--- src/rtl/lsu_ctrl.sv ---
// lsu_ctrl: load/store controller driving a word-addressed data memory.
// Accepts one load/store at a time, converts byte addresses to doubleword
// indices, sequences read/write strobes, extracts/extends sub-word loads and
// returns a registered response with an error flag.
// Optional feature macro: LSU_RMW_EN (read-modify-write for sub-word stores).
//
// Handshake rules: a transfer happens on a rising edge where valid && ready
// are both high; valid, once raised, is held with its payload until that edge;
// ready may depend combinationally on state but never on valid.
module lsu_ctrl #(
  parameter int MEM_WORDS = 10
) (
  input  logic        clk,
  input  logic        rst_n,
  input  logic        req_valid,
  output logic        req_ready,
  input  logic        req_write,
  input  logic [1:0]  req_size,
  input  logic        req_unsigned,
  input  logic [63:0] req_addr,
  input  logic [63:0] req_wdata,
  output logic        resp_valid,
  input  logic        resp_ready,
  output logic [63:0] resp_rdata,
  output logic        resp_err,
  output logic [63:0] address,
  output logic [63:0] wrt_data,
  output logic        mem_write,
  output logic        mem_read,
  input  logic [63:0] read_data,
  output logic [2:0]  o_dbg_state
);

  typedef enum logic [2:0] {
    S_IDLE = 3'd0,
    S_RD   = 3'd1,
    S_WR   = 3'd2,
    S_RESP = 3'd5
`ifdef LSU_RMW_EN
    , S_RMW_RD = 3'd3
    , S_RMW_WR = 3'd4
`endif
  } state_t;

  state_t      r_state;
  state_t      w_next;
  logic [1:0]  r_size;
  logic        r_unsigned;
  logic [2:0]  r_off;
  logic [63:0] r_address;
  logic [63:0] r_wdata;
  logic [63:0] r_rdata;
  logic        r_err;
  logic        w_accept;
  logic        w_misalign;
  logic        w_oor;
  logic        w_bad_store;
  logic        w_err;
  logic [63:0] w_lane;
  logic [63:0] w_load;
`ifdef LSU_RMW_EN
  logic [63:0] r_merge;
  logic [63:0] w_mask_base;
  logic [63:0] w_mask;
  logic [63:0] w_merged;
`endif

  assign w_accept    = req_valid && (r_state == S_IDLE);
  assign o_dbg_state = r_state;

  // Acceptance-time error check: alignment, range and unsupported stores
  always_comb begin
    w_misalign = 1'b0;
    case (req_size)
      2'b01:   w_misalign = req_addr[0];
      2'b10:   w_misalign = |req_addr[1:0];
      2'b11:   w_misalign = |req_addr[2:0];
      default: w_misalign = 1'b0;
    endcase
    w_oor = ({3'b000, req_addr[63:3]} >= 64'(MEM_WORDS));
`ifdef LSU_RMW_EN
    w_bad_store = 1'b0;
`else
    // Without read-modify-write only full doubleword stores are possible
    w_bad_store = req_write && (req_size != 2'b11);
`endif
    w_err = w_misalign || w_oor || w_bad_store;
  end

  // Load lane select and sign/zero extension
  always_comb begin
    w_lane = read_data >> {r_off, 3'b000};
    case (r_size)
      2'b00:   w_load = r_unsigned ? {56'd0, w_lane[7:0]}  : {{56{w_lane[7]}}, w_lane[7:0]};
      2'b01:   w_load = r_unsigned ? {48'd0, w_lane[15:0]} : {{48{w_lane[15]}}, w_lane[15:0]};
      2'b10:   w_load = r_unsigned ? {32'd0, w_lane[31:0]} : {{32{w_lane[31]}}, w_lane[31:0]};
      default: w_load = w_lane;
    endcase
  end

`ifdef LSU_RMW_EN
  // Merge store bytes into the previously read doubleword
  always_comb begin
    case (r_size)
      2'b00:   w_mask_base = 64'h0000_0000_0000_00FF;
      2'b01:   w_mask_base = 64'h0000_0000_0000_FFFF;
      2'b10:   w_mask_base = 64'h0000_0000_FFFF_FFFF;
      default: w_mask_base = '1;
    endcase
    w_mask   = w_mask_base << {r_off, 3'b000};
    w_merged = (r_merge & ~w_mask) | ((r_wdata << {r_off, 3'b000}) & w_mask);
  end
`endif

  // State register
  always_ff @(posedge clk) begin
    if (!rst_n) r_state <= S_IDLE;
    else        r_state <= w_next;
  end

  // Next-state and memory/handshake strobes
  always_comb begin
    w_next     = r_state;
    req_ready  = 1'b0;
    resp_valid = 1'b0;
    mem_read   = 1'b0;
    mem_write  = 1'b0;
    wrt_data   = 64'd0;
    case (r_state)
      S_IDLE: begin
        req_ready = 1'b1;
        if (w_accept) begin
          if (w_err)                  w_next = S_RESP;
          else if (!req_write)        w_next = S_RD;
          else if (req_size == 2'b11) w_next = S_WR;
`ifdef LSU_RMW_EN
          else                        w_next = S_RMW_RD;
`else
          else                        w_next = S_RESP;
`endif
        end
      end
      S_RD: begin
        mem_read = 1'b1;
        w_next   = S_RESP;
      end
      S_WR: begin
        mem_write = 1'b1;
        wrt_data  = r_wdata;
        w_next    = S_RESP;
      end
`ifdef LSU_RMW_EN
      S_RMW_RD: begin
        mem_read = 1'b1;
        w_next   = S_RMW_WR;
      end
      S_RMW_WR: begin
        mem_write = 1'b1;
        wrt_data  = w_merged;
        w_next    = S_RESP;
      end
`endif
      S_RESP: begin
        resp_valid = 1'b1;
        if (resp_ready) w_next = S_IDLE;
      end
      default: w_next = S_IDLE;
    endcase
  end

  // Request capture, load result and merge-word registers
  always_ff @(posedge clk) begin
    if (!rst_n) begin
      r_size     <= 2'b00;
      r_unsigned <= 1'b0;
      r_off      <= 3'd0;
      r_address  <= 64'd0;
      r_wdata    <= 64'd0;
      r_rdata    <= 64'd0;
      r_err      <= 1'b0;
`ifdef LSU_RMW_EN
      r_merge    <= 64'd0;
`endif
    end else begin
      if (w_accept) begin
        r_size     <= req_size;
        r_unsigned <= req_unsigned;
        r_off      <= req_addr[2:0];
        r_address  <= {3'b000, req_addr[63:3]};
        r_wdata    <= req_wdata;
        r_rdata    <= 64'd0;
        r_err      <= w_err;
      end
      if (r_state == S_RD) r_rdata <= w_load;
`ifdef LSU_RMW_EN
      if (r_state == S_RMW_RD) r_merge <= read_data;
`endif
    end
  end

  assign address    = r_address;
  assign resp_rdata = r_rdata;
  assign resp_err   = r_err;

endmodule

--- config.mk ---
export PLATFORM = sky130hd
export DESIGN_NAME = lsu_ctrl
export DESIGN_NICKNAME = d
export VERILOG_FILES = /design/src/rtl/lsu_ctrl.sv
export SDC_FILE = /design/constraint.sdc
export NUM_CORES = 1
export LEC_CHECK = 0
export ABC_AREA = 1
export CORE_MARGIN = 5
export CORE_UTILIZATION = 30
export CTS_CLUSTER_SIZE = 14
export DETAILED_ROUTE_END_ITERATION = 16
export PLACE_DENSITY = 0.58
export SETUP_SLACK_MARGIN = 0.2
export SLEW_MARGIN = 20
export SYNTH_ARGS = -nofsm -noshare
export SYNTH_HDL_FRONTEND = slang
export SYNTH_SLANG_ARGS = --single-unit
--- constraint.sdc ---
create_clock -name clk -period 3.5 [get_ports clk]
set_input_delay 0.525 -clock clk [delete_from_list [all_inputs] [get_ports clk]]
set_output_delay 0.525 -clock clk [all_outputs]
set_load 0.01 [all_outputs]
Yosys cells after proc, flatten, opt, wreduce, memory -nomap -nowiden
Cells that the tools add are included.
{ "totals": {"register_bits": 199} }
{ "op_classes": {"reduce_logical": 11, "shift": 1, "muxes": 18, "order_cmp": 1, "eq_ne": 11} }
{ "op_table": {"columns": ["operator", "n"], "rows": [
  ["2-to-1 mux 64 bit", 6],
  ["one-hot mux 64 bit (3 select lines)", 1],
  [">> shifter 64 x 6 -> 64 bit", 1],
  [">= comparator 61 x 4 -> 1 bit, second input constant", 1],
  ["2-to-1 mux 3 bit", 5],
  ["one-hot mux 3 bit (3 select lines)", 1],
  ["== test 2 bit, second input constant", 3],
  ["inequality test 2 bit, second input constant", 3],
  ["== test 2 x 1 -> 1 bit, second input constant", 2],
  ["2-to-1 mux 1 bit", 4],
  ["OR reduction 2 bit", 2],
  ["== test 3 x 1 -> 1 bit, second input constant", 1],
  ["== test 3 x 2 -> 1 bit, second input constant", 1],
  ["== test 3 bit, second input constant", 1],
  ["logical NOT 3 bit", 1],
  ["one-hot mux 1 bit (3 select lines)", 1],
  ["OR reduction 3 bit", 1],
  ["logical AND 1 bit", 2],
  ["logical NOT 2 bit", 1],
  ["logical OR 1 bit", 2],
  ["AND reduction 2 bit", 1],
  ["nonzero test 2 bit", 1]
]} }

Depth between registers and ports, before layout
Gate-level depths: netlist of run 1.
{ "logic_depth": {"depth_word": 7, "depth_mapped": 14, "ltp_nobuf": 11} }

Least setup slack after synthesis of run 1
OpenSTA, ideal clock, no wires.
{ "synth_path": {"path_kind": "register to output", "startpoint": "reg r_state[2] (netlist: o_dbg_state[2])", "endpoint": "out wrt_data[10]", "n_path_buf": 2, "path_slack_ps": 1716, "path_stages_with_launch": 6, "arrival_time_ps": 1259, "cell_sequence": "dfxtp_1 > nor2_1 > nand2_1 > clkbuf_1 > buf_1 > nor2_1"} }
{ "synth_via": {"elab_chain_cells": 2} }
{ "synth_rtl": {"columns": ["element", "line_no", "text"], "rows": [
  ["from (decl)", "45", "state_t r_state;"],
  ["from (signal assigned)", "118", "else r_state <= w_next;"],
  ["== test 3 x 2 -> 1 bit", "129", "case (r_state)"],
  ["2-to-1 mux 64 bit", "129", null],
  ["to (decl)", "27", "output logic [63:0] wrt_data,"]
]} }
Every way passes these cells.

Final worst setup path of run 1
{ "layout_path": {"startpoint": "reg r_state[2] (netlist: o_dbg_state[2])", "endpoint": "out wrt_data[54]"} }
Same word-level chain as after synthesis.

==> results of run 1 <==
## cells by family (layout without fill, tap and decap cells)
group / Yosys count / count (layout) / synth area share
and+or+nand+nor: 639 / 639 / 0.268
AOI/OAI and AO/OA: 407 / 407 / 0.218
buffers and inverters: 212 / 541 / 0.0994
DFF: 199 / 199 / 0.409
muxes: 5 / 5 / 0.00514
other: 1 / 3 / 0.000385
## worst register-to-register path, cell delays in order, from the launching register on
cell	delay, ns
dfxtp_1	0.68
inv_1	0.47
nand3_1	0.25
nand2_2	0.10
nand3_2	0.12
nand4_4	0.39
nand2_1	0.21
a21oi_1	0.08
## flip-flops by register name (all words and copies together) (netlist names)
| register | cells |
|---|---|
| address | 61 |
| o_dbg_state | 3 |
| r_off | 3 |
| r_size | 2 |
| r_unsigned | 1 |
| r_wdata | 64 |
| resp_err | 1 |
| resp_rdata | 64 |
## where the power goes
group | internal [W] | switching, W | total (W) | leakage (nW)
Combinational | 0.000974 | 0.00148 | 0.00245 | 3.54
Clock | 0.000989 | 0.00100 | 0.00199 | 0.287
Sequential | 0.00257 | 0.000155 | 0.00273 | 1.63
Total | 0.00453 | 0.00263 | 0.00717 | 5.46
## cell type report
class	count	area (um2)
multi-input combinational	1054	4820
sequential	199	3990
inverter	99	382
fill	3306	17900
timing repair buffer	410	4090
clock inverter	13	129
clock buffer	19	453
tap	442	553
## path summary, 6_finish.rpt
path                   from  cells past startpoint  slack, ns              to
max          o_dbg_state[2]                      5       0.56    wrt_data[54]
min             r_wdata[14]                      2       0.46     r_wdata[14]
max reg2reg        r_off[2]                      7       1.09  resp_rdata[55]
min reg2reg     r_wdata[14]                      2       0.46     r_wdata[14]
## per-stage QoR
| step | power (W) | cells | hold slack [ns] |
|---|---|---|---|
| 2_1_floorplan | 0.00422 | 1465 | 0.430 |
| 3_3_place_gp | 0.00523 | 2204 | 0.442 |
| 3_5_place_dp | 0.00524 | 2204 | 0.448 |
| 4_1_cts | 0.00725 | 2236 | 0.460 |
| 5_1_grt | 0.00760 | 2236 | 0.474 |
| 6_report | 0.00717 | 2236 | 0.458 |
## cells in the final DEF (no fill, tap or decap), types with 3 or more instances in the layout
master,instances
nand2_2,5
o31ai_1,7
o21a_1,5
inv_8,6
clkdlybuf4s50_1,395
o211ai_1,8
inv_1,90
buf_4,12
inv_2,6
nor3_1,7
a21oi_1,241
mux2i_1,5
conb_1,3
inv_6,3
o21ai_0,115
nand3_1,61
clkbuf_16,17
nand2_1,418
and2_1,3
dfxtp_1,198
nand4_1,4
o21ai_1,19
nor2_1,126
a21oi_2,10
nand3_2,3
## routing by layer
layer  global-route usage  up-vias  wire length [um]
met4               0.0674       16              1060
met3               0.0791       66              3660
met2                0.374      371             19700
met5                    0        -                97
li1                     -     5365                 -
met1                0.246     4794             16100
==> flow_summary.ini, run 1 <==
[critical_path]
slowest_stage = clkdlybuf4s50_1
cp.arrival_ns = 2.41
end_kind = output pin
cp_top_family = buffers and inverters
crit_top_cell = nor2_1
path_cells = nor2_1, nand2_4, buf_4, nor2_1, clkdlybuf4s50_1
crit_buf_inv = 2
crit_fanout = 54
cp_slowest_stage_delay_ns = 0.55
startpoint_type = flop
worstSetupPathType = reg2out
cp.required_ns = 2.97

[sta]
period_needed_ns = 2.94
tightestPinTransition_ns = 0.895
maxSlewViolCount = 0
setup-violations-final = 0
setup-tns-final_ns = 0
hold_viol = 0
rsz0062_at_grt = false
relSlewSlack = 0.404
fmax_mhz = 340
post-route-period-util = 0.840
setup_ws_ns = 0.561
clock_skew_ns = 0.0140

[power]
p_leak_nw = 5.46
ir_drop_mv = 0.283
power_per_cell_area_mw_per_mm2 = 497

[placement]
routabilityCongestion = 0.910
port_buffers = 396
place_area_mm2 = 0.0138
pre_cts_ws_ns = 0.730
hpwl_um = 30600

[synth]
postSynth.asyncResetShare = 0
yosys.area.top_type = dfxtp_1
syn_inst = 1463
syn_area_per_cell_um2 = 6.66
ys_warn_count = 0
synth_top_area_share = 0.409
ys_top_cells_by_count = nand2_1 (419), a21oi_1 (241), dfxtp_1 (199)
ys_types = 39
synth_area_leaders = dfxtp_1 (41%), nand2_1 (16%), a21oi_1 (12%)
ys_ff_latch = 199
post-synth-top-count-cell = nand2_1
seq_area_frac_synth = 0.409
synth_edf_count = 0
synthFlopType = dfxtp_1
netlist_area_mm2 = 0.00974

[cells_and_area]
fin_area_mm2 = 0.0144
diodes = 0
final_util = 0.446
syn_to_final_growth_pct = 47.9
nets = 1981
drive_gt1_frac = 0.0463

[clock_network]
cts-root-buf = clkbuf_16
h-tree-depth = 4
cts_sinks = 199
ctsHoldBuffers = 0
cts_resized = 0
clk_latency_ns = 0.44
cts.reportedPaths.clkPinSlew_ns = 0.08
clockBufferDepth = 2
cts_tree = done
post_cts_buffers = 0
tritoncts.num_buffers = 17

[drt]
via_per_inst = 4.75
ant_nets = 0
routed_wl_um = 40600
first_pass_iters = 6
wire_per_inst_um = 18.1
drc = 0
via_count = 10600
first_iter_violations = 655

[flow_run]
drv_cap = 0

[global_route]
antenna_found_initial = 8
track_usage = 0.215
grt_pass1_wl_um = 60300
grt-ovfl-total = 0
grt_max_degree = 203
grt_pass1_vias = 10600

[floorplan]
die-area_mm2 = 0.0362
io_pins = 400
start_util = 0.302
core_area_mm2 = 0.0323
die_w_um = 190
die_h_um = 190
rows = 66

[outcome]
outcome = completed

[worst_hold_path]
holdCritPathClass = reg2reg
(Power assumes the default switching activity.)
==> run 2: changes to the inputs <==
--- a/config.mk
+++ b/config.mk
@@ -10,7 +10,7 @@
 export CORE_UTILIZATION = 30
 export CTS_CLUSTER_SIZE = 14
 export DETAILED_ROUTE_END_ITERATION = 16
-export PLACE_DENSITY = 0.58
+export PLACE_DENSITY = 0.61
 export SETUP_SLACK_MARGIN = 0.2
 export SLEW_MARGIN = 20
 export SYNTH_ARGS = -nofsm -noshare
==> constraint.sdc (replaced) <==
create_clock -name clk -period 2.35 [get_ports clk]
set_input_delay 0.3525 -clock clk [delete_from_list [all_inputs] [get_ports clk]]
set_output_delay 0.3525 -clock clk [all_outputs]
set_load 0.01 [all_outputs]
==> run 2 against run 1 <==
Against the previous run:
- sequential power rose by 49%
- combinational power rose by 60%
- core utilization rose by 0.67 points
- non-clock buffer count rose by 17
- die area did not move
- worst hold slack got worse by 0.12 ns
- via count rose by 2.4%
- wire length rose by 4.6%
- worst setup slack got worse by 0.28 ns
- largest cell class unchanged
==> flow_summary.ini, run 2 (synthesis results as in run 1) <==
[clock_network]
tritoncts.num_buffers = 17
clk_latency_ns = 0.46
clockBufferDepth = 2
cts-root-buf = clkbuf_16
cts.reportedPaths.clkPinSlew_ns = 0.08
cts_sinks = 199
ctsHoldBuffers = 0
cts_tree = done
h-tree-depth = 4

[floorplan]
start_util = 0.302
rows = 66
core_area_mm2 = 0.0323
die_h_um = 190
die_w_um = 190
io_pins = 400
die-area_mm2 = 0.0362

[critical_path]
end_kind = output pin
r2r-start = r_off[0]
slowest_stage = dfxtp_2
cp_num_cells = 5
worstSetupPathType = reg2out
r2r-end = resp_rdata[58]
cp.arrival_ns = 1.72
endpoint = wrt_data[26]
cp-startpoint = o_dbg_state[2]
reg2regPathDepth = 10
crit_buf_inv = 2
cp.required_ns = 2.00
cp_slowest_stage_delay_ns = 0.36
path_cells = nor2_4, nand2_4, bufbuf_16, nor2_1, clkdlybuf4s15_1
crit_fanout = 32
cp_top_family = buffers and inverters
r2r_setup_slack_ns = 0.38
startpoint_type = flop

[sta]
tightestPinTransition_ns = 0.680
hold_viol = 0
post-route-period-util = 0.881
relSlewSlack = 0.547
setup-violations-final = 0
clock_skew_ns = 0.0205
period_needed_ns = 2.07
fmax_mhz = 483
whs_ns = 0.342
maxSlewViolCount = 0
rsz0062_at_grt = true
setup-tns-final_ns = 0

[power]
pwr-share-clk = 0.279
power.internal_w = 0.00704
power_per_cell_area_mw_per_mm2 = 757
ir_drop_mv = 0.554
total_power_w = 0.0111
seq_power_share = 0.368
switching_share = 0.364
p_switching_w = 0.00403
pwr-share-comb = 0.353
p_leak_nw = 5.83

[drt]
first_iter_violations = 602
via_count = 10900
via_per_inst = 4.82
wire_per_inst_um = 18.8
drc = 0
ant_nets = 0
routed_wl_um = 42400
first_pass_iters = 6

[global_route]
antenna_found_initial = 2
grt_pass1_wl_um = 62400
track_usage = 0.222
grt-ovfl-total = 0
grt_max_degree = 134
grt_pass1_vias = 10600

[worst_hold_path]
holdCritPathClass = in2reg
whs_path_depth = 3

[cells_and_area]
final_common_cell = nand2_1
layout_common_cells = nand2_1 (418), clkdlybuf4s50_1 (329), a21oi_1 (241), dfxtp_1 (195), nor2_1 (123)
drive_gt1_frac = 0.0717
syn_to_final_growth_pct = 50.1
diodes = 0
nets = 2001

[placement]
port_buffers = 396
routabilityCongestion = 0.902
hpwl_um = 31200

[outcome]
outcome = completed

[flow_run]
drv_cap = 0
[run 2: cell type report]
cell class | count | area, um2
clock buffers | 19 | 443
clock inverters | 13 | 158
fillers | 3314 | 17700
inverters | 99 | 389
multi-input cells | 1057 | 4910
flip-flops and latches | 199 | 3990
well taps | 442 | 553
repair buffers | 427 | 4180
[run 2: layer usage]
metal / GRT usage / vias up / share of wire
met1: 0.256 / 5013 / 0.40
met2: 0.401 / 391 / 0.50
met3: 0.0695 / 40 / 0.081
met4: 0.0555 / 4 / 0.018
met5: 0 / - / 0.00064
li1: - / 5417 / -
[run 2: power groups by stage]
| stage | Combinational, W | Clock (W) | Sequential, W |
|---|---|---|---|
| 2_1_floorplan | 0.00208 | 0 | 0.00421 |
| 3_3_place_gp | 0.00378 | 0 | 0.00414 |
| 3_5_place_dp | 0.00379 | 0 | 0.00414 |
| 4_1_cts | 0.00381 | 0.00316 | 0.00407 |
| 5_1_grt | 0.00428 | 0.00329 | 0.00413 |
| 6_report | 0.00391 | 0.00309 | 0.00407 |
[run 2: repair_timing]
item / in CTS / in global routing
endpoints found under the setup margin: 66 / 101
gates resized for setup: 69 / 68
endpoints found under the hold margin: 0 / 0
pin swaps: 0 / 2
cloned: 1 / 4
setup buffers: 0 / 2
[run 2: through the flow]
stage | instance area [um2] | setup slack, ns | cells | utilization
after floorplan | 9750 | 0.739 | 1465 | -
after global routing | 14600 | 0.146 | 2256 | 0.453
after detailed placement | 14000 | 0.147 | 2217 | 0.433
final | 14600 | 0.279 | 2256 | 0.453
after CTS | 14600 | 0.127 | 2250 | 0.451
after global placement | 14000 | 0.160 | 2217 | 0.433
[run 2: worst min-delay path by stage]
| stage | end | start | slack (ns) |
|---|---|---|---|
| 2_1_floorplan | r_wdata[0] | r_wdata[0] | 0.43 |
| 3_3_place_gp | r_wdata[52] | r_wdata[52] | 0.44 |
| 3_5_place_dp | r_wdata[20] | r_wdata[20] | 0.44 |
| 4_1_cts | resp_err | rst_n | 0.33 |
| 5_1_grt | resp_err | rst_n | 0.35 |
| 6_report | resp_err | rst_n | 0.34 |
[run 2: worst min-delay path: cells and delay by family]
kind                   cells  cell delay [ns]
buffers and inverters      1             0.22
AOI/OAI and AO/OA          1             0.13
and+or+nand+nor            1             0.05
==> run 3: changes to the inputs <==
--- a/config.mk
+++ b/config.mk
@@ -12,7 +12,6 @@
 export DETAILED_ROUTE_END_ITERATION = 16
 export PLACE_DENSITY = 0.61
 export SETUP_SLACK_MARGIN = 0.2
-export SLEW_MARGIN = 20
 export SYNTH_ARGS = -nofsm -noshare
 export SYNTH_HDL_FRONTEND = slang
 export SYNTH_SLANG_ARGS = --single-unit
==> results of run 3 <==
Final layout, timing and power as in run 2 (identical DEF).
